$ cat src/rtl/md_pkg.sv
// rtl/md_pkg.sv - shared op encodings, state enum and helpers for the mul/div sequencer
package md_pkg;

  localparam int MD_STEPS = 32;

  localparam logic [2:0] MD_NOP   = 3'd0;
  localparam logic [2:0] MD_MULT  = 3'd1;
  localparam logic [2:0] MD_MULTU = 3'd2;
  localparam logic [2:0] MD_DIV   = 3'd3;
  localparam logic [2:0] MD_DIVU  = 3'd4;
  localparam logic [2:0] MD_MTHI  = 3'd5;
  localparam logic [2:0] MD_MTLO  = 3'd6;

  typedef enum logic [1:0] {
    IDLE = 2'd0,
    RUN  = 2'd1,
    FIX  = 2'd2
  } md_state_t;

  // True for the four ops that run the iterative loop.
  function automatic logic md_is_arith(input logic [2:0] op);
    return (op == MD_MULT) || (op == MD_MULTU) || (op == MD_DIV) || (op == MD_DIVU);
  endfunction

  // Magnitude of a two's-complement value when is_signed is set, else unchanged.
  function automatic logic [31:0] md_abs(input logic [31:0] v, input logic is_signed);
    return (is_signed && v[31]) ? (~v + 32'd1) : v;
  endfunction

endpackage

$ cat src/rtl/md_step.sv
// rtl/md_step.sv - one shift-add multiply or restoring-divide iteration
module md_step #(
  parameter int WIDTH = 32
) (
  input  logic               is_div,
  input  logic [2*WIDTH-1:0] acc,
  input  logic [WIDTH-1:0]   operand,
  output logic [2*WIDTH-1:0] acc_next
);

  logic [WIDTH:0]   mul_sum;
  logic [WIDTH:0]   rem_sh;
  logic             fits;
  logic [WIDTH-1:0] rem_sub;

  // Multiply: acc = {partial product, remaining multiplier bits}; add on LSB then shift right.
  // Divide:   acc = {partial remainder, remaining dividend/quotient bits}; shift left then trial-subtract.
  always_comb begin
    acc_next = acc;
    mul_sum  = {1'b0, acc[2*WIDTH-1:WIDTH]} + (acc[0] ? {1'b0, operand} : '0);
    rem_sh   = acc[2*WIDTH-1:WIDTH-1];
    fits     = (rem_sh >= {1'b0, operand});
    rem_sub  = rem_sh[WIDTH-1:0] - operand;
    if (is_div) begin
      acc_next = {(fits ? rem_sub : rem_sh[WIDTH-1:0]), acc[WIDTH-2:0], fits};
    end else begin
      acc_next = {mul_sum, acc[WIDTH-1:1]};
    end
  end

endmodule

$ cat src/rtl/md_seq.sv
// rtl/md_seq.sv - iterative mul/div sequencer owning HI/LO; MD_CANCEL_EN adds a cancel input
module md_seq
  import md_pkg::*;
#(
  parameter int WIDTH = 32
) (
  input  logic             clk,
  input  logic             reset,
  input  logic             start,
  input  logic [2:0]       op,
  input  logic [WIDTH-1:0] a,
  input  logic [WIDTH-1:0] b,
`ifdef MD_CANCEL_EN
  input  logic             cancel,
`endif
  output logic             busy,
  output logic             done,
  output logic [WIDTH-1:0] hi,
  output logic [WIDTH-1:0] lo
);

  localparam int CNT_W = $clog2(MD_STEPS);
  localparam logic [CNT_W-1:0] LAST_STEP = CNT_W'(MD_STEPS - 1);

  md_state_t          state_q, state_d;
  logic [CNT_W-1:0]   counter;
  logic [2*WIDTH-1:0] acc;
  logic [2*WIDTH-1:0] acc_step;
  logic [WIDTH-1:0]   operand_q;
  logic               is_div_q;
  logic               neg_res_q;
  logic               neg_rem_q;

  logic               cancel_w;
  logic               accept;
  logic               mthi_en;
  logic               mtlo_en;
  logic               step_en;
  logic               fix_en;

  logic               ld_signed;
  logic               ld_div;
  logic               ld_div_zero;
  logic [WIDTH-1:0]   ld_a;
  logic [WIDTH-1:0]   ld_b;
  logic               ld_neg_res;
  logic               ld_neg_rem;

  logic [2*WIDTH-1:0] prod_neg;
  logic [WIDTH-1:0]   quo_neg;
  logic [WIDTH-1:0]   rem_neg;

`ifdef MD_CANCEL_EN
  assign cancel_w = cancel;
`else
  assign cancel_w = 1'b0;
`endif

  md_step #(.WIDTH(WIDTH)) u_step (
    .is_div   (is_div_q),
    .acc      (acc),
    .operand  (operand_q),
    .acc_next (acc_step)
  );

  // Operand preparation for an accepted op: loop runs on magnitudes, sign fix deferred to FIX.
  // A zero divisor keeps the raw dividend so the remainder comes out as a, with no sign fix.
  always_comb begin
    ld_signed   = (op == MD_MULT) || (op == MD_DIV);
    ld_div      = (op == MD_DIV) || (op == MD_DIVU);
    ld_div_zero = ld_div && (b == '0);
    ld_a        = ld_div_zero ? a : md_abs(a, ld_signed);
    ld_b        = md_abs(b, ld_signed);
    ld_neg_res  = ld_signed && (a[WIDTH-1] ^ b[WIDTH-1]) && !ld_div_zero;
    ld_neg_rem  = ld_signed && ld_div && a[WIDTH-1] && !ld_div_zero;
  end

  // Next-state and per-cycle enables; start is only honoured in IDLE.
  always_comb begin
    state_d = state_q;
    accept  = 1'b0;
    mthi_en = 1'b0;
    mtlo_en = 1'b0;
    step_en = 1'b0;
    fix_en  = 1'b0;
    case (state_q)
      IDLE: begin
        if (start && md_is_arith(op)) begin
          accept  = 1'b1;
          state_d = RUN;
        end else if (start && (op == MD_MTHI)) begin
          mthi_en = 1'b1;
        end else if (start && (op == MD_MTLO)) begin
          mtlo_en = 1'b1;
        end
      end
      RUN: begin
        if (cancel_w) begin
          state_d = IDLE;
        end else begin
          step_en = 1'b1;
          if (counter == LAST_STEP) begin
            state_d = FIX;
          end
        end
      end
      FIX: begin
        state_d = IDLE;
        fix_en  = !cancel_w;
      end
      default: state_d = IDLE;
    endcase
  end

  // State register.
  always_ff @(posedge clk or negedge reset) begin
    if (!reset) begin
      state_q <= IDLE;
    end else begin
      state_q <= state_d;
    end
  end

  // Registered status: busy follows the next state, done marks the HI/LO write.
  always_ff @(posedge clk or negedge reset) begin
    if (!reset) begin
      busy    <= 1'b0;
      done    <= 1'b0;
      counter <= '0;
    end else begin
      busy <= (state_d != IDLE);
      done <= fix_en;
      if (accept) begin
        counter <= '0;
      end else if (step_en) begin
        counter <= counter + 1'b1;
      end
    end
  end

  // Operand latch on accept, one datapath iteration per RUN cycle.
  always_ff @(posedge clk or negedge reset) begin
    if (!reset) begin
      acc       <= '0;
      operand_q <= '0;
      is_div_q  <= 1'b0;
      neg_res_q <= 1'b0;
      neg_rem_q <= 1'b0;
    end else if (accept) begin
      is_div_q  <= ld_div;
      neg_res_q <= ld_neg_res;
      neg_rem_q <= ld_neg_rem;
      if (ld_div) begin
        acc       <= {{WIDTH{1'b0}}, ld_a};
        operand_q <= ld_b;
      end else begin
        acc       <= {{WIDTH{1'b0}}, ld_b};
        operand_q <= ld_a;
      end
    end else if (step_en) begin
      acc <= acc_step;
    end
  end

  assign prod_neg = ~acc + 1'b1;
  assign quo_neg  = ~acc[WIDTH-1:0] + 1'b1;
  assign rem_neg  = ~acc[2*WIDTH-1:WIDTH] + 1'b1;

  // HI/LO: direct moves in IDLE, sign-corrected result in FIX, otherwise held.
  always_ff @(posedge clk or negedge reset) begin
    if (!reset) begin
      hi <= '0;
      lo <= '0;
    end else if (fix_en) begin
      if (is_div_q) begin
        lo <= neg_res_q ? quo_neg : acc[WIDTH-1:0];
        hi <= neg_rem_q ? rem_neg : acc[2*WIDTH-1:WIDTH];
      end else begin
        {hi, lo} <= neg_res_q ? prod_neg : acc;
      end
    end else if (mthi_en) begin
      hi <= a;
    end else if (mtlo_en) begin
      lo <= a;
    end
  end

endmodule

$ cat config.mk
export PLATFORM = sky130hd
export DESIGN_NAME = md_seq
export DESIGN_NICKNAME = d
export VERILOG_FILES = /design/src/rtl/md_pkg.sv /design/src/rtl/md_step.sv /design/src/rtl/md_seq.sv
export SDC_FILE = /design/constraint.sdc
export NUM_CORES = 1
export LEC_CHECK = 0
export CAP_MARGIN = 20
export CELL_PAD_IN_SITES_DETAIL_PLACEMENT = 0
export CELL_PAD_IN_SITES_GLOBAL_PLACEMENT = 1
export CORE_MARGIN = 2
export CORE_UTILIZATION = 45
export DETAILED_ROUTE_END_ITERATION = 7
export PLACE_DENSITY = 0.8
export SKIP_CTS_REPAIR_TIMING = 1
export SLEW_MARGIN = 10
export SYNTH_ARGS = -nofsm -noshare
export SYNTH_HDL_FRONTEND = slang
export SYNTH_SLANG_ARGS = --single-unit
$ cat constraint.sdc
create_clock -name clk -period 3.6 [get_ports clk]
set_input_delay 1.08 -clock clk [delete_from_list [all_inputs] [get_ports clk]]
set_output_delay 1.08 -clock clk [all_outputs]
set_load 0.05 [all_outputs]
## Yosys cells after proc, flatten, opt, wreduce, memory -nomap -nowiden

Index checks and enable logic that the tools add are counted.

| word-level totals | value |
|---|---|
| bits of input ports | 70 |
| register bits | 172 |

| cells by class | value |
|---|---|
| $add $sub $neg | 8 |
| bitwise operators | 6 |
| reduce and logical (&&, ||, !) cells | 24 |
| eq/ne operators | 10 |
| multiplexer cells | 36 |
| $lt $le $gt $ge | 1 |

Operators with widths:

| kind | count |
|---|---|
| $mux 32 | 16 |
| $mux 64 | 4 |
| $add 32x1->32 const B | 4 |
| $not 32->32 | 4 |
| $add 64x1->64 const B | 1 |
| $not 64->64 | 1 |
| $add 32x33->33 | 1 |
| $ge 33x32->1 | 1 |
| $logic_not 32->1 | 1 |
| $sub 32x32->32 | 1 |
| $logic_and 1x1->1 | 11 |
| $mux 1 | 11 |
| $mux 5 | 2 |
| $eq 3x3->1 const B | 3 |
| $reduce_bool 2->1 | 4 |
| $eq 3x2->1 const B | 2 |
| $add 5x1->5 const B | 1 |
| $eq 5x5->1 const B | 1 |
| $logic_or 1x1->1 | 5 |
| $mux 2 | 2 |
| $pmux 2 s2 | 1 |
| $eq 3x1->1 const B | 1 |
| $eq 2x1->1 const B | 1 |
| $eq 2x2->1 const B | 1 |
| 5 further kinds | 5 |

## Logic depth before layout (Yosys ltp)

Gate-level depths: netlist (run 1).

| logic depth | value |
|---|---|
| depth after elaboration | 10 |
| gate-level depth with buffers | 15 |

## Cells and area by module

Synthesis (run 1) repeated with hierarchy kept, for this count alone.

| unflattened totals | value |
|---|---|
| cells, all modules | 2057 |
| area, all modules | 16284.4 um^2 |

Modules (own cells, without submodules):

| module | seq. area each (um^2) | cells an instance | times used | area each (um^2) |
|---|---|---|---|---|
| md_seq | 4304.1 | 1386 | 1 | 11586.1 |
| md_step | 0.0 | 671 | 1 | 4698.3 |

## Worst setup path before layout (run 1)

Ideal clock, no wire load.

| timing path | value |
|---|---|
| path type | in2reg |
| start point | input port a[1] |
| end point | register acc[27] |
| data required time | 3496 ps |
| arrival time | 3220 ps |
| cell stages on the path | 9 |
| buffers on the path | 0 |
| setup slack | 276 ps |
| cells stage by stage | or4_4 > or4_4 > nand2b_4 > or2_4 > o31ai_2 > xor2_1 > nand2_1 > o21ai_1 > a221oi_1 |

| on the way | value |
|---|---|
| word-level cells in the longest chain between the ends | 6 |

RTL lines:

| element | RTL line | RTL |
|---|---|---|
| start, declared | md_seq.sv:11 | `input logic [WIDTH-1:0] a,` |
| $not 32->32 | md_pkg.sv:27 | `return (is_signed && v[31]) ? (~v + 32'd1) : v;` |
| $add 32x1->32 | md_pkg.sv:27 |  |
| $mux 32 | md_pkg.sv:27 |  |
| $mux 32 | md_seq.sv:72 | `ld_a = ld_div_zero ? a : md_abs(a, ld_signed);` |
| $mux 32 | md_seq.sv:153 | `if (ld_div) begin` |
| $mux 64 | md_seq.sv:149 | `end else if (accept) begin` |
| end signal, assigned | md_seq.sv:154 | `acc <= {{WIDTH{1'b0}}, ld_a};` |
| end signal, assigned | md_seq.sv:157 | `acc <= {{WIDTH{1'b0}}, ld_b};` |
| end signal, assigned | md_seq.sv:161 | `acc <= acc_step;` |
| end, declared | md_seq.sv:27 | `logic [2*WIDTH-1:0] acc;` |

Every way passes these cells.
A chain may end at the register's enable or synchronous reset.

## Worst setup path in the final report (run 1)

| timing path | value |
|---|---|
| start point | input port a[0] |
| end point | register acc[27] |

The elaborated chain is that of the path after synthesis.

==> results of run 1 <==
-- layout make-up --
cell class	instances	area, sq um	share of cell area (%)
clock inverter	11	110	0.581
timing repair buffer	350	3070	16.2
tap	448	561	2.96
sequential	172	4310	22.7
inverter	65	244	1.29
clock buffer	21	460	2.43
multi-input combinational	1546	10200	53.8
-- final timing paths --
kind,from,end,slack (ns)
max,a[0],acc[27],0.14
min,lo[19],lo[19],0.48
max reg2reg,acc[19],hi[31],0.14
min reg2reg,lo[19],lo[19],0.48
max in group asynchronous,reset,acc[51],2.21
min in group asynchronous,reset,hi[6],0.63
-- power groups by stage --
stage	Sequential, mW	Clock, mW	Combinational (mW)
floorplan	4.79	0	9.00
global placement	3.88	0	14.8
detailed placement	3.90	0	14.9
CTS	3.87	1.90	15.0
global route	4.00	1.97	16.5
finish	3.91	1.88	15.2
-- cell families (layout without fill, tap and decap cells) --
logic type	Yosys count	after routing	share of synthesized area (%)
simple gates	614	614	19.5
compound gates	608	608	26.0
buf+inv	180	447	4.56
flops	172	172	28.5
xor+xnor	171	171	9.92
mux	81	81	5.50
fa+ha+maj	72	72	6.06
-- state kept, by name, summed over array words and instances (netlist names) --
signal and flops:
acc 64, hi 32, lo 32, operand_q 32
counter 5, state_q 2, busy 1, done 1
is_div_q 1, neg_rem_q 1, neg_res_q 1
-- cell usage after synthesis (8+ instances only) --
library cell	count
dfrtp_1	172
xnor2_1	83
clkbuf_1	101
o211ai_1	32
ha_1	70
nand2b_1	11
nor2_1	159
a211oi_1	23
o31ai_1	26
nand4_1	16
and2_1	12
inv_1	64
a22oi_1	20
o22ai_1	8
nor3_1	37
a21oi_1	136
o21ai_0	152
nor2b_1	8
xor2_1	88
o41ai_1	10
or3_1	11
a221oi_1	11
a21o_1	22
o21bai_1	10
nor4_1	16
mux2_2	16
nand2_1	235
nand3_1	37
a31oi_1	20
mux2i_1	65
o21a_1	9
and3_1	14
or4_1	12
o221ai_1	54
o21ai_1	31
-- metal layers --
metal | track usage (%) | vias up
li1 | - | 7458
met1 | 48.9 | 7753
met2 | 53.1 | 801
met3 | 9.74 | 116
met4 | 17.0 | 2
met5 | 2.06 | -
-- critical path, delay by kind of cell --
kind	cells	cell delay, ns
AND/OR/NAND/NOR	5	1.63
AO/OA/AOI/OAI	3	0.53
buffers and inverters	1	0.44
XOR/XNOR	1	0.12
-- stage by stage --
| stage | instance area, sq um | power, mW | hold WS, ns | cells |
|---|---|---|---|---|
| after floorplan | 15100 | 13.8 | 0.443 | 1898 |
| after global placement | 18300 | 18.7 | 0.464 | 2581 |
| after detailed placement | 18300 | 18.8 | 0.470 | 2581 |
| after CTS | 18900 | 20.8 | 0.485 | 2613 |
| after global routing | 19000 | 22.5 | 0.509 | 2613 |
| final | 19000 | 21.0 | 0.477 | 2613 |
==> run metrics, run 1 <==
Cell Rows=67; normalized max-slew margin=38.7%; Max Fclk=about 290 MHz; crit-path cells=clkdlybuf4s50_1, or4_4, or4_4, nand2b_4, or2_4, o31ai_4, xor2_1, nand2_1, o21ai_1, a221oi_1; register bit total from synthesis=about 170; crit end category=register; core footprint=approximately 0.033 sq mm; antenna viol nets, final=0; Met1 Wirelength=27300 um; Int Pwr=9.96 mW; Setup-failing EPs final=0; synth unique cells=between 80 and 90; Layout area overhead=25.5%; DPL Wire Length=~51000 um; num ports=~140; crit share post-route=96.1%; FFs w/ async S/R, synth=between 90% and 100%; Die X=187 um; first-pass GRT wire length=between 90000 and 100000 um; ant diodes=0; Layout Nets=about 2300; most frequent CP cell=or4_4; Post-Syn Instances=approximately 1900; initial antenna violation count=1; Seq/Total Area, Yosys=between 20% and 30%; final worst setup slack=roughly 0.14 ns; TNS Setup=0 ns; crit path launch type=input pin; clock share of power=under 10%; GP Congestion=0.983; Starting Density=about 45%; CP Class=in -> reg; most frequent cells in the layout=nand2_1, buf_4, dfrtp_1, nor2_1, o21ai_0; Via density=approximately 6.2; area leader, netlist=dfrtp_1; slew at the pin closest to its max-slew limit=slightly above 0.9 ns; critical path arrival=3.81 ns; vias post-DR=around 16000; cell with the largest stage delay on the worst path=or4_4; critical path required time=about 4 ns; synthesized area=about 0.015 sq mm; Post-synth top flop=dfrtp_1; Area contributors post-synth=dfrtp_1, nand2_1, ha_1; worst reg2reg path depth=9; filler cell count=3183; layout cells sized above 1=14.5%; Num CTS Buffers=17; DR WL met2=~27000 um; Peak supply drop=0.678 mV; Die Y-Extent=approximately 190 um; Leakage=a little over 8 nW; Avg Cell Area, Syn=7.96 sq um; htree depth=4; status=finished, final reports clean; First-pass DRT Iterations=5; met3 WL post-DR=between 6000 and 7000 um; CTS tree=done; total of max-cap violations=0; grt ovf=0; power per cell area=1110 mW/mm^2; routed wire length=approximately 64000 um; CTS Buffer Depth=2; GR Util All Layers=between 30% and 40%; worst slack at placement=-0.424 ns; Final Hold Vio Count=0; Sw Share=between 50 and 60%; CTS root buf=clkbuf_16; Clock transition at path regs=approximately 0.07 ns; Worst Hold Class=reg -> reg; largest net degree at the start of global routing=between 60 and 70; Core Util, Final=57.0%; sequential share of power=about a fifth; full die area=0.0350 sq mm; CTS Sinks=172; drt wl/cell=about 24 um; Synth top area share=between 20 and 30%; Iteration-0 DRC Markers=around 1700; Worst Clk Skew=0.0132 ns; IO buf count=approximately 140; number of flops mapped to enable cells by yosys=0; post-synthesis net count=slightly above 2000; hold path depth=2; max layer used=met5; Logic pwr share=72.5%; clock latency at the later pin of the worst-skew pair=between 0.4 and 0.5 ns; most common library cell in the layout ignoring fill and taps=nand2_1; Critical Path Max Stage Delay=about 0.57 ns; P_sw=around 11 mW; drt drc=0; Synth warnings=0; crit-path max FO=4; vias in the first global route=between 15000 and 20000; Max Slew Vio Count=0; fin crit period=approximately 3.5 ns
(Power assumes the default switching activity.)
==> inputs of run 2 (changes only) <==
--- a/config.mk
+++ b/config.mk
@@ -11,6 +11,7 @@
 export CORE_MARGIN = 2
 export CORE_UTILIZATION = 45
 export DETAILED_ROUTE_END_ITERATION = 7
+export HOLD_SLACK_MARGIN = 0.15
 export PLACE_DENSITY = 0.8
 export SKIP_CTS_REPAIR_TIMING = 1
 export SLEW_MARGIN = 10
==> results of run 2 <==
The final DEF is identical to that of run 1; final timing and power are the same.
==> inputs of run 3 (changes only) <==
--- a/config.mk
+++ b/config.mk
@@ -8,10 +8,11 @@
 export CAP_MARGIN = 20
 export CELL_PAD_IN_SITES_DETAIL_PLACEMENT = 0
 export CELL_PAD_IN_SITES_GLOBAL_PLACEMENT = 1
+export CORE_ASPECT_RATIO = 1.1
 export CORE_MARGIN = 2
 export CORE_UTILIZATION = 45
 export DETAILED_ROUTE_END_ITERATION = 7
-export HOLD_SLACK_MARGIN = 0.15
+export HOLD_SLACK_MARGIN = 0.08
 export PLACE_DENSITY = 0.8
 export SKIP_CTS_REPAIR_TIMING = 1
 export SLEW_MARGIN = 10
==> run 3 against run 2 <==
Utilization is 1.2 points higher. Register-to-register slack worse by 0.04 ns. Cell area is 1.9% higher. Routed wire length is 4.3% higher. Setup slack worse by 0.038 ns. Critical path depth is 5 higher. Largest power group unchanged. Highest routed layer is now met4.
==> run metrics, run 3 (same netlist as run 1, synthesis figures left out) <==
Die Y-Extent=196 um; Die X=about 180 um; most frequent cells in the layout=buf_4, nand2_1, dfrtp_1, nor2_1, o21ai_0; DP Area=0.0186 sq mm; GP Congestion=0.995; routed wire length=around 66000 um; initial antenna violation count=0; reg-to-reg setup timing slack=0.10 ns; CTS root buf=clkbuf_16; IO buf count=about 140; vias post-DR=16400; Core Util, Final=about three fifths; crit share post-route=a little under 100%; worst reg2reg path depth=15; Layout Nets=around 2300; status=finished, final reports clean; CTS tree=done; crit path launch type=register; Cell Rows=70; Clock transition at path regs=0.07 ns; antenna viol nets, final=0; num ports=about 140; CP Class=reg -> reg; fin crit period=~3.5 ns; normalized max-slew margin=between 40% and 50%; Layout area overhead=28.0%; RR Startpoint=acc[0]; Worst Clk Skew=~0.014 ns; Num CTS Buffers=17; full die area=between 0.03 and 0.04 sq mm; worst r2r dst=acc[59]; ant diodes=0; Starting Density=around 45%; clock latency at the later pin of the worst-skew pair=around 0.46 ns; drt drc=0; drt wl/cell=roughly 25 um; Biggest register=acc; crit end category=register; core footprint=~0.033 sq mm; Final Hold Vio Count=0; total of max-cap violations=0; max reg flops=64; Worst Hold Class=reg -> reg; Via density=approximately 6.2; final worst setup slack=between 0.1 and 0.15 ns; critical path arrival=~3.8 ns; Max Fclk=286 MHz; Max Slew Vio Count=0; power per cell area=around 1100 mW/mm^2; largest net degree at the start of global routing=a little over 80; Setup-failing EPs final=0; First-pass DRT Iterations=6; crit-path max FO=6; CTS Buffer Depth=2; critical path required time=~3.9 ns; Worst Setup EP=acc[59]; first-pass GRT wire length=slightly below 100000 um; CTS Sinks=~170; slew at the pin closest to its max-slew limit=between 0.7 and 0.8 ns; DPL Wire Length=roughly 52000 um; Leakage=about 8.4 nW; Iteration-0 DRC Markers=~1500; layout cells sized above 1=16.3%; htree depth=4; GR Util All Layers=37.9%; vias in the first global route=approximately 16000; worst slack at placement=-0.340 ns; post-route cell area=a little under 0.02 sq mm; grt ovf=0; CP Launch Point=acc[0]; most common library cell in the layout ignoring fill and taps=buf_4; Peak supply drop=about 0.67 mV
## run 3: cell count changes in the layout (fill, tap and decap cells not counted), moves of 2 or more
cell	previous run	this run
o21ai_1	32	30
bufinv_16	1	3
clkinvlp_4	3	1
buf_4	206	243
clkinv_4	3	1
## run 3: final cells by class
cell class	count	area, sq um
Multi-Input combinational cell	1546	10200
Tap cell	432	541
Sequential cell	172	4310
Inverter	65	244
Clock buffer	23	478
Fill cell	3101	13900
Clock inverter	9	134
Timing Repair Buffer	388	3380
## run 3: power by group
part / internal [mW] / switching [mW]
clock: 1.15 / 0.871
sequential: 2.91 / 1.03
combinational: 6.39 / 9.56
total: 10.4 / 11.5
## run 3: per-layer routing
metal | GRT usage [%] | vias up | part of all wire [%]
li1 | - | 7533 | -
met1 | 46.3 | 8033 | 39
met2 | 62.1 | 651 | 47
met3 | 4.50 | 195 | 5.4
met4 | 25.7 | 0 | 8.0
met5 | 0 | - | 0
## run 3: stage by stage
| stage | total power, mW | hold slack, ns | TNS (ns) | instances |
|---|---|---|---|---|
| CTS | 21.5 | 0.484 | -0.477 | 2631 |
| floorplan | 13.8 | 0.443 | 0 | 1898 |
| detailed placement | 19.4 | 0.470 | -17.12 | 2599 |
| finish | 21.9 | 0.480 | 0 | 2635 |
| global route | 23.3 | 0.502 | -0.0924 | 2635 |
| global placement | 19.3 | 0.462 | -12.59 | 2599 |
## run 3: critical path, cell delays in order, from the launching register on
cell and delay, ns:
dfrtp_1 0.44, inv_2 0.18, buf_4 0.16, nor2_1 0.06, ha_1 0.35, buf_4 0.14, o21a_1 0.17, o211ai_1 0.17
buf_4 0.19, o31a_1 0.34, o21a_1 0.25, o41ai_2 0.29, buf_4 0.18, xnor2_1 0.12, nor2_1 0.05, a211o_1 0.28
## run 3: worst min path at each step
stage | from | endpoint | slack [ns] | cells past startpoint
after detailed placement | lo[12] | lo[12] | 0.47 | 2
after global placement | lo[11] | lo[11] | 0.46 | 2
after global routing | lo[21] | lo[21] | 0.50 | 2
after CTS | lo[12] | lo[12] | 0.48 | 2
after floorplan | counter[3] | counter[3] | 0.44 | 1
final | lo[12] | lo[12] | 0.48 | 2
